<file path="config.mk">
export PLATFORM = sky130hd
export DESIGN_NAME = seg7_scan_driver_flat
export DESIGN_NICKNAME = d
export VERILOG_FILES = /design/src/rtl/seg7_scan_driver_pkg.sv /design/src/rtl/seg7_scan_driver_if.sv /design/src/rtl/seg7_glyph.sv /design/src/rtl/seg7_scan_driver.sv /design/src/flat_wrapper.sv
export SDC_FILE = /design/constraint.sdc
export NUM_CORES = 1
export LEC_CHECK = 0
export ABC_AREA = 0
export CORE_ASPECT_RATIO = 2
export CORE_MARGIN = 4
export CORE_UTILIZATION = 40
export CTS_BUF_LIST = sky130_fd_sc_hd__clkbuf_8
export DETAILED_ROUTE_END_ITERATION = 7
export PLACE_DENSITY = 0.7
export SLEW_MARGIN = 30
export SYNTH_ARGS = -nofsm -noshare
export SYNTH_HDL_FRONTEND = slang
export SYNTH_SLANG_ARGS = --single-unit
</file>
<file path="constraint.sdc">
create_clock -name clk -period 1.9 [get_ports clk]
set_input_delay 0.57 -clock clk [delete_from_list [all_inputs] [get_ports clk]]
set_output_delay 0.57 -clock clk [all_outputs]
set_load 0.02 [all_outputs]
</file>
<file path="src/rtl/seg7_scan_driver_pkg.sv">
// Purpose : shared constants, frame type and helpers for the seven-segment display blocks.
// Latency : n/a (package only).
// Backpressure: n/a.
// Ports   : none. Glyphs are active-low {g,f,e,d,c,b,a}.
package seg7_pkg;

    localparam logic [6:0] GLYPH_0     = 7'b1000000;
    localparam logic [6:0] GLYPH_1     = 7'b1111001;
    localparam logic [6:0] GLYPH_2     = 7'b0100100;
    localparam logic [6:0] GLYPH_3     = 7'b0110000;
    localparam logic [6:0] GLYPH_4     = 7'b0011001;
    localparam logic [6:0] GLYPH_5     = 7'b0010010;
    localparam logic [6:0] GLYPH_6     = 7'b0000010;
    localparam logic [6:0] GLYPH_7     = 7'b1111000;
    localparam logic [6:0] GLYPH_8     = 7'b0000000;
    localparam logic [6:0] GLYPH_9     = 7'b0010000;
    localparam logic [6:0] GLYPH_MINUS = 7'b0111111;
    localparam logic [6:0] GLYPH_BLANK = 7'b1111111;

    localparam logic [3:0] CODE_MINUS  = 4'd10;
    localparam logic [3:0] CODE_BLANK  = 4'd15;

    localparam logic [3:0] ANODES_OFF  = 4'b1111;

    // Four digit codes (element 3 = leftmost) plus the per-digit dp mask.
    typedef struct packed {
        logic [3:0][3:0] dig;
        logic [3:0]      dpm;
    } frame_t;

    // A digit that renders as nothing or as zero can be swallowed by
    // leading-zero suppression when everything to its left was swallowed.
    function automatic logic zero_or_blank(input logic [3:0] code);
        return (code == 4'd0) || (code >= 4'd11);
    endfunction

endpackage

</file>
<file path="src/rtl/seg7_scan_driver_if.sv">
// Purpose : datapath-to-display bundle: digit load side plus the board pin side.
// Latency : n/a (wires only).
// Backpressure: none; load is a fire-and-forget strobe, pending reports the unread value.
// Ports   : master = calculator/bench side, slave = seg7_scan_driver.
interface seg7_scan_driver_if;
    logic       load;
    logic [3:0] d3;
    logic [3:0] d2;
    logic [3:0] d1;
    logic [3:0] d0;
    logic [3:0] dp_in;
    logic       lz_en;
    logic [3:0] an;
    logic [6:0] seg;
    logic       dp;
    logic       pending;

    modport master (
        output load, d3, d2, d1, d0, dp_in, lz_en,
        input  an, seg, dp, pending
    );

    modport slave (
        input  load, d3, d2, d1, d0, dp_in, lz_en,
        output an, seg, dp, pending
    );
endinterface

</file>
<file path="src/rtl/seg7_glyph.sv">
// Purpose : 4-bit digit code to active-low seven-segment pattern {g,f,e,d,c,b,a}.
// Latency : combinational.
// Backpressure: none.
// Ports   : code in (4), seg out (7); codes 11..15 render blank, 10 renders minus.
module seg7_glyph
    import seg7_pkg::*;
(
    input  logic [3:0] code,
    output logic [6:0] seg
);

    always_comb begin
        seg = GLYPH_BLANK;
        case (code)
            4'd0:       seg = GLYPH_0;
            4'd1:       seg = GLYPH_1;
            4'd2:       seg = GLYPH_2;
            4'd3:       seg = GLYPH_3;
            4'd4:       seg = GLYPH_4;
            4'd5:       seg = GLYPH_5;
            4'd6:       seg = GLYPH_6;
            4'd7:       seg = GLYPH_7;
            4'd8:       seg = GLYPH_8;
            4'd9:       seg = GLYPH_9;
            CODE_MINUS: seg = GLYPH_MINUS;
            default:    seg = GLYPH_BLANK;
        endcase
    end

endmodule

</file>
<file path="src/rtl/seg7_scan_driver.sv">
// Purpose : 4-digit common-anode scan driver with tear-free shadow frame and guard slot.
// Latency : outputs registered, 1 cycle behind tick/idx/shadow; load shown within 2..4*TICK_DIV+1 cycles.
// Backpressure: none; a newer load overwrites an uncommitted one, pending flags the waiting value.
// Ports   : clk, reset (sync, active-high), bus (slave): load/d3..d0/dp_in/lz_en in, an/seg/dp/pending out.
module seg7_scan_driver
    import seg7_pkg::*;
#(
    parameter int TICK_DIV = 100000
) (
    input  logic             clk,
    input  logic             reset,
    seg7_scan_driver_if.slave bus
);

    localparam int             TW        = $clog2(TICK_DIV);
    localparam logic [TW-1:0]  TICK_LAST = TW'(TICK_DIV - 1);

    frame_t          pend_q;
    frame_t          shad_q;
    frame_t          in_frame;
    logic            pending_q;
    logic [TW-1:0]   tick_q;
    logic [1:0]      idx_q;
    logic [3:0]      an_q;
    logic [6:0]      seg_q;
    logic            dp_q;

    logic            tick_end;
    logic            wrap;
    logic [3:0]      sup;
    logic [3:0]      cur_code;
    logic            cur_dp;
    logic [6:0]      cur_seg;

    assign in_frame.dig = {bus.d3, bus.d2, bus.d1, bus.d0};
    assign in_frame.dpm = bus.dp_in;

    assign tick_end = (tick_q == TICK_LAST);
    // Commit only at the end of the last slot so a frame is never torn.
    assign wrap     = tick_end && (idx_q == 2'd3);

    // Suppression is evaluated against the live lz_en and the shadow
    // frame; each digit can only be swallowed if every digit to its left was.
    always_comb begin
        sup    = '0;
        sup[3] = bus.lz_en && (shad_q.dig[3] == 4'd0);
        sup[2] = bus.lz_en && zero_or_blank(shad_q.dig[3]) && zero_or_blank(shad_q.dig[2]);
        sup[1] = sup[2] && zero_or_blank(shad_q.dig[1]);
    end

    assign cur_code = sup[idx_q] ? CODE_BLANK : shad_q.dig[idx_q];
    assign cur_dp   = shad_q.dpm[idx_q] && !sup[idx_q];

    seg7_glyph u_glyph (
        .code (cur_code),
        .seg  (cur_seg)
    );

    always_ff @(posedge clk) begin
        if (reset) begin
            tick_q    <= '0;
            idx_q     <= 2'd0;
            pending_q <= 1'b0;
            pend_q    <= '0;
            shad_q    <= '{dig: {4{CODE_BLANK}}, dpm: 4'b0000};
            an_q      <= ANODES_OFF;
            seg_q     <= GLYPH_BLANK;
            dp_q      <= 1'b1;
        end else begin
            if (tick_end) begin
                tick_q <= '0;
                idx_q  <= idx_q + 2'd1;
            end else begin
                tick_q <= tick_q + TW'(1);
            end

            // A load coinciding with the wrap bypasses pend and goes
            // straight to the shadow, so pending never rises for it.
            if (wrap) begin
                if (bus.load) begin
                    shad_q <= in_frame;
                    pend_q <= in_frame;
                end else if (pending_q) begin
                    shad_q <= pend_q;
                end
                pending_q <= 1'b0;
            end else if (bus.load) begin
                pend_q    <= in_frame;
                pending_q <= 1'b1;
            end

            // First cycle of each slot is a dark guard to stop ghosting
            // between neighbouring digits.
            if (tick_q == '0) begin
                an_q  <= ANODES_OFF;
                seg_q <= GLYPH_BLANK;
                dp_q  <= 1'b1;
            end else begin
                an_q  <= ~(4'b0001 << idx_q);
                seg_q <= cur_seg;
                dp_q  <= ~cur_dp;
            end
        end
    end

    assign bus.an      = an_q;
    assign bus.seg     = seg_q;
    assign bus.dp      = dp_q;
    assign bus.pending = pending_q;

endmodule

</file>
<file path="src/flat_wrapper.sv">
// flat-port wrapper written by rule: the top's interface ports become plain ports
module seg7_scan_driver_flat import seg7_pkg::*;
#(
    parameter int TICK_DIV = 100000
)
  (clk, reset, bus_load, bus_d3, bus_d2, bus_d1, bus_d0, bus_dp_in, bus_lz_en, bus_an, bus_seg, bus_dp, bus_pending);
  seg7_scan_driver_if bus_i ();
  input  logic clk;
  input  logic reset;
  input wire logic [$bits(bus_i.load)-1:0] bus_load;
  input wire logic [$bits(bus_i.d3)-1:0] bus_d3;
  input wire logic [$bits(bus_i.d2)-1:0] bus_d2;
  input wire logic [$bits(bus_i.d1)-1:0] bus_d1;
  input wire logic [$bits(bus_i.d0)-1:0] bus_d0;
  input wire logic [$bits(bus_i.dp_in)-1:0] bus_dp_in;
  input wire logic [$bits(bus_i.lz_en)-1:0] bus_lz_en;
  output wire logic [$bits(bus_i.an)-1:0] bus_an;
  output wire logic [$bits(bus_i.seg)-1:0] bus_seg;
  output wire logic [$bits(bus_i.dp)-1:0] bus_dp;
  output wire logic [$bits(bus_i.pending)-1:0] bus_pending;
  assign bus_i.load = bus_load;
  assign bus_i.d3 = bus_d3;
  assign bus_i.d2 = bus_d2;
  assign bus_i.d1 = bus_d1;
  assign bus_i.d0 = bus_d0;
  assign bus_i.dp_in = bus_dp_in;
  assign bus_i.lz_en = bus_lz_en;
  assign bus_an = bus_i.an;
  assign bus_seg = bus_i.seg;
  assign bus_dp = bus_i.dp;
  assign bus_pending = bus_i.pending;
  seg7_scan_driver #(.TICK_DIV(TICK_DIV)) u_core (.clk(clk), .reset(reset), .bus(bus_i));
endmodule
</file>
==> results of run 1 <==
## per-layer routing
layer | global-route usage (%) | vias to the layer above | wire length, um
met5 | 0 | - | 0
met4 | 10.59 | 0 | 242
met3 | 4.364 | 20 | 296
met2 | 29.90 | 50 | 4066
met1 | 14.92 | 1190 | 2578
li1 | - | 1229 | -
## power groups by stage
stage / Sequential [mW] / Combinational (mW) / Clock, mW
6_report: 1.55 / 0.215 / 1.04
5_1_grt: 1.56 / 0.236 / 1.14
3_5_place_dp: 1.59 / 0.209 / 0
4_1_cts: 1.56 / 0.209 / 1.07
3_3_place_gp: 1.59 / 0.207 / 0
2_1_floorplan: 1.59 / 0.0994 / 0
## area by class of cell
type | count | area (sq um) | share of cell area [%]
Tap cell | 92 | 115.1 | 2.784
Sequential cell | 72 | 1459 | 35.28
Clock buffer | 11 | 151.4 | 3.661
Timing Repair Buffer | 85 | 752.0 | 18.18
Clock inverter | 2 | 8.758 | 0.2118
Multi-Input combinational cell | 216 | 1615 | 39.06
Inverter | 9 | 33.78 | 0.8169
## cell usage after synthesis, drive strengths merged
master	instances	area (sq um)
mux2i	21	210.2
inv	9	33.78
or4	2	15.01
and2	1	6.260
a211o	18	157.7
a21oi	5	25.02
mux2	1	15.01
xor2	5	43.79
a221o	1	10.01
or2	5	31.28
o21bai	1	7.510
ha	9	112.6
dfxtp	72	1441
nor2b	5	31.28
and3	3	18.77
nand2	14	55.06
buf	10	62.56
o21ba	1	10.01
nor4	4	31.28
nand4b	1	8.760
o21ai	4	20.01
o211ai	1	7.510
a31o	1	8.760
and4	1	11.26
nand3	3	15.01
a211oi	5	37.54
nor3	5	25.02
o22ai	1	6.260
o41ai	1	8.760
clkbuf	6	22.52
xnor2	12	105.1
a21o	1	7.510
mux4	5	112.6
nand2b	3	18.77
nand4	4	25.02
nor2	70	262.8
## metrics by stage
stage	power, mW	setup slack [ps]	hold slack [ps]	area, sq um	TNS [ps]
after floorplan	1.694	-14.09	427.8	3069	-28.19
after global placement	1.796	-326.6	446.7	3774	-7161
after detailed placement	1.800	-364.5	453.7	3774	-7974
after CTS	2.831	2.163	472.4	3983	0
after global routing	2.937	-67.99	502.4	4135	-255.5
final	2.811	0.4634	478.9	4135	0
## what timing repair did
action | CTS | global route
gates cloned | 0 | 2
endpoints found under the setup margin | 14 | 30
pin swaps | 6 | 8
endpoints found under the hold margin | 0 | 0
resized for setup | 13 | 34
setup buffers | 1 | 4
## cell usage in the layout, fill, tap and decap left out, drive strengths merged, types with 3 or more instances in the layout
cell,n
nor4,4
or2,5
buf,49
a211o,18
inv,10
clkdlybuf4s50,34
xor2,5
mux2i,21
clkbuf,11
nand2b,3
nand2,14
mux4,5
nand3,3
o21ai,4
ha,9
a211oi,5
nor2b,5
nor3,5
a21oi,5
nand4,4
nor2,70
and3,3
or4,4
xnor2,12
dfxtp,72
## cells by family (layout without fill, tap and decap cells)
family / after synthesis / in the layout
adders and majority gates: 9 / 9
xor gates and xnor gates: 17 / 17
and+or+nand+nor: 121 / 123
DFF: 72 / 72
buffers and inverters: 25 / 107
muxes: 27 / 27
AOI/OAI and AO/OA: 40 / 40
## sequential cells by signal (all words and copies together), names as in the netlist
| name | flops |
|---|---|
| u_core.bus.seg | 7 |
| u_core.pend_q | 20 |
| u_core.bus.an | 4 |
| u_core.shad_q | 20 |
| u_core.idx_q | 2 |
| u_core.tick_q | 17 |
| u_core.bus.dp | 1 |
| u_core.bus.pending | 1 |
## how the worst max path moves through the flow
stage                          start           endpoint  slack [ps]  cells after the start
finish              u_core.shad_q[8]  u_core.bus.seg[3]         0.5                      7
global route        u_core.shad_q[8]  u_core.bus.seg[1]         -70                      8
global placement            bus_load  u_core.shad_q[10]        -330                      6
floorplan           u_core.tick_q[0]  u_core.shad_q[11]         -10                      7
detailed placement          bus_load  u_core.shad_q[13]        -360                      6
CTS                 u_core.tick_q[1]  u_core.shad_q[15]           2                      7
## worst reg2reg max path, stage by stage (launching register included)
cell and delay, ps:
dfxtp_2 320, or4_4 540, o21ai_4 80, a21oi_2 90, nor2_4 150, or2_4 160, ha_4 190, a211o_1 250
==> metrics.cfg, run 1 <==
[layout]
post-route-util_pct = 56.48
stdcell_count = 487
fillCellCount = 627
num_antenna_cells = 0
finalNetCount = 426
syn_to_final_growth_pct = 36.85
drive_gt1_share_pct = 28.10

[yosys]
synth.distinct_cells = 43
yosys_register_bits = 72
synth_nets = 344
synth_top_family_by_area = simple AND/OR/NAND/NOR gates
yosys_warnings = 0
syn_inst = 311
synth-seq-area-share_pct = 47.70
synth-adder-area-share_pct = 3.727
syn_area_sq_um = 3022
synth_compound_area_share_pct = 10.14
synthSimpleGateAreaFrac_pct = 18.39
muxShareOfSynthArea_pct = 11.18
syn_avg_cell_area_sq_um = 9.716
synth_xor_area_share_pct = 4.928

[worst_hold_path]
min_to = u_core.shad_q[5]
holdPathStages = 1
min_from = u_core.shad_q[5]
hold_class = reg2reg

[worst_setup_path]
cpMaxStageDelayCell = or4_4
r2r-start = u_core.shad_q[8]
critPathArrivalTime_ps = 2140
r2r_setup_slack_ps = 0.5
worstSetupPathType = reg2reg
rr_worst_depth = 7
start_kind = flip-flop
cp_max_fo = 4
slowest_delay_ps = 540
crit_family = simple AND/OR/NAND/NOR gates
worstPathBufferInverterCount = 0
cp_data_required_time_ps = 2140
crit_chain = or4_4, o21ai_4, a21oi_2, nor2_4, or2_4, ha_4, a211o_1
worstReg2RegEnd = u_core.bus.seg[3]
end_kind = flip-flop

[placed_design]
dp.cells = 467
dp_hpwl_um = 4826
io_buffer_count = 36
gp_congestion = 0.8512

[floorplanning]
num_io_pins = 37
die_height_um = 130.9
start_util_pct = 41.27
rows = 44
die_area_sq_um = 9093
fp.dieW_um = 69.46
placeableCoreArea_sq_um = 7322

[sta]
relSlewSlack_pct = 71.02
finalSetupViolations = 0
fin_skew_ps = 7.246
period_share_pct = 99.98
fin_crit_ps = 1900
worst_pin_slew_ps = 434.8
rsz0062_at_grt = true
slew_viol_final = 0
fmax_mhz = 526.4
finalHoldViolations = 0

[pwr]
pwr-share-seq_pct = 55.3
intPower_mw = 2.175
p_leak_nw = 1.619
p_sw_share_pct = 22.63
p_per_area_nw_per_um2 = 679.8
ir_drop_v = 0.0005278
pwr-share-clk_pct = 37.1
p_comb_share_pct = 7.6
switchingPower_mw = 0.6361

[detailed_routing]
post-route-drc-count = 0
routed_wl_um = 7183
drt_iter0_markers = 154
wl_per_cell_um = 14.75
vias_per_cell = 5.111
vias = 2489
ant_nets = 0
drtPass1Iterations = 4

[cts]
cts_buffer_depth = 2
cts.clk_slew.worst_paths_ps = 70
h-tree-depth = 3
cts_made_buffers = 9
root_buffer = clkbuf_8
cts_sinks = 72
cts_tree = yes
insertion_delay_ps = 350
cts.hold.buffers_added = 0

[global_route]
grt_max_degree = 44
gr-total-overflow = 0
grt_usage_pct = 15.95
grt_pass1_wl_um = 11260
antenna_found_initial = 0
grt_pass1_vias = 2520

[job]
max_cap_viol_count = 0

[status]
outcome = completed

No activity file was read; power rests on OpenSTA's default activity.
==> inputs of run 2 (changes only) <==
- HOLD_SLACK_MARGIN: unset -> 0.15
==> results of run 2 <==
Final layout, timing and power as in run 1 (identical DEF).
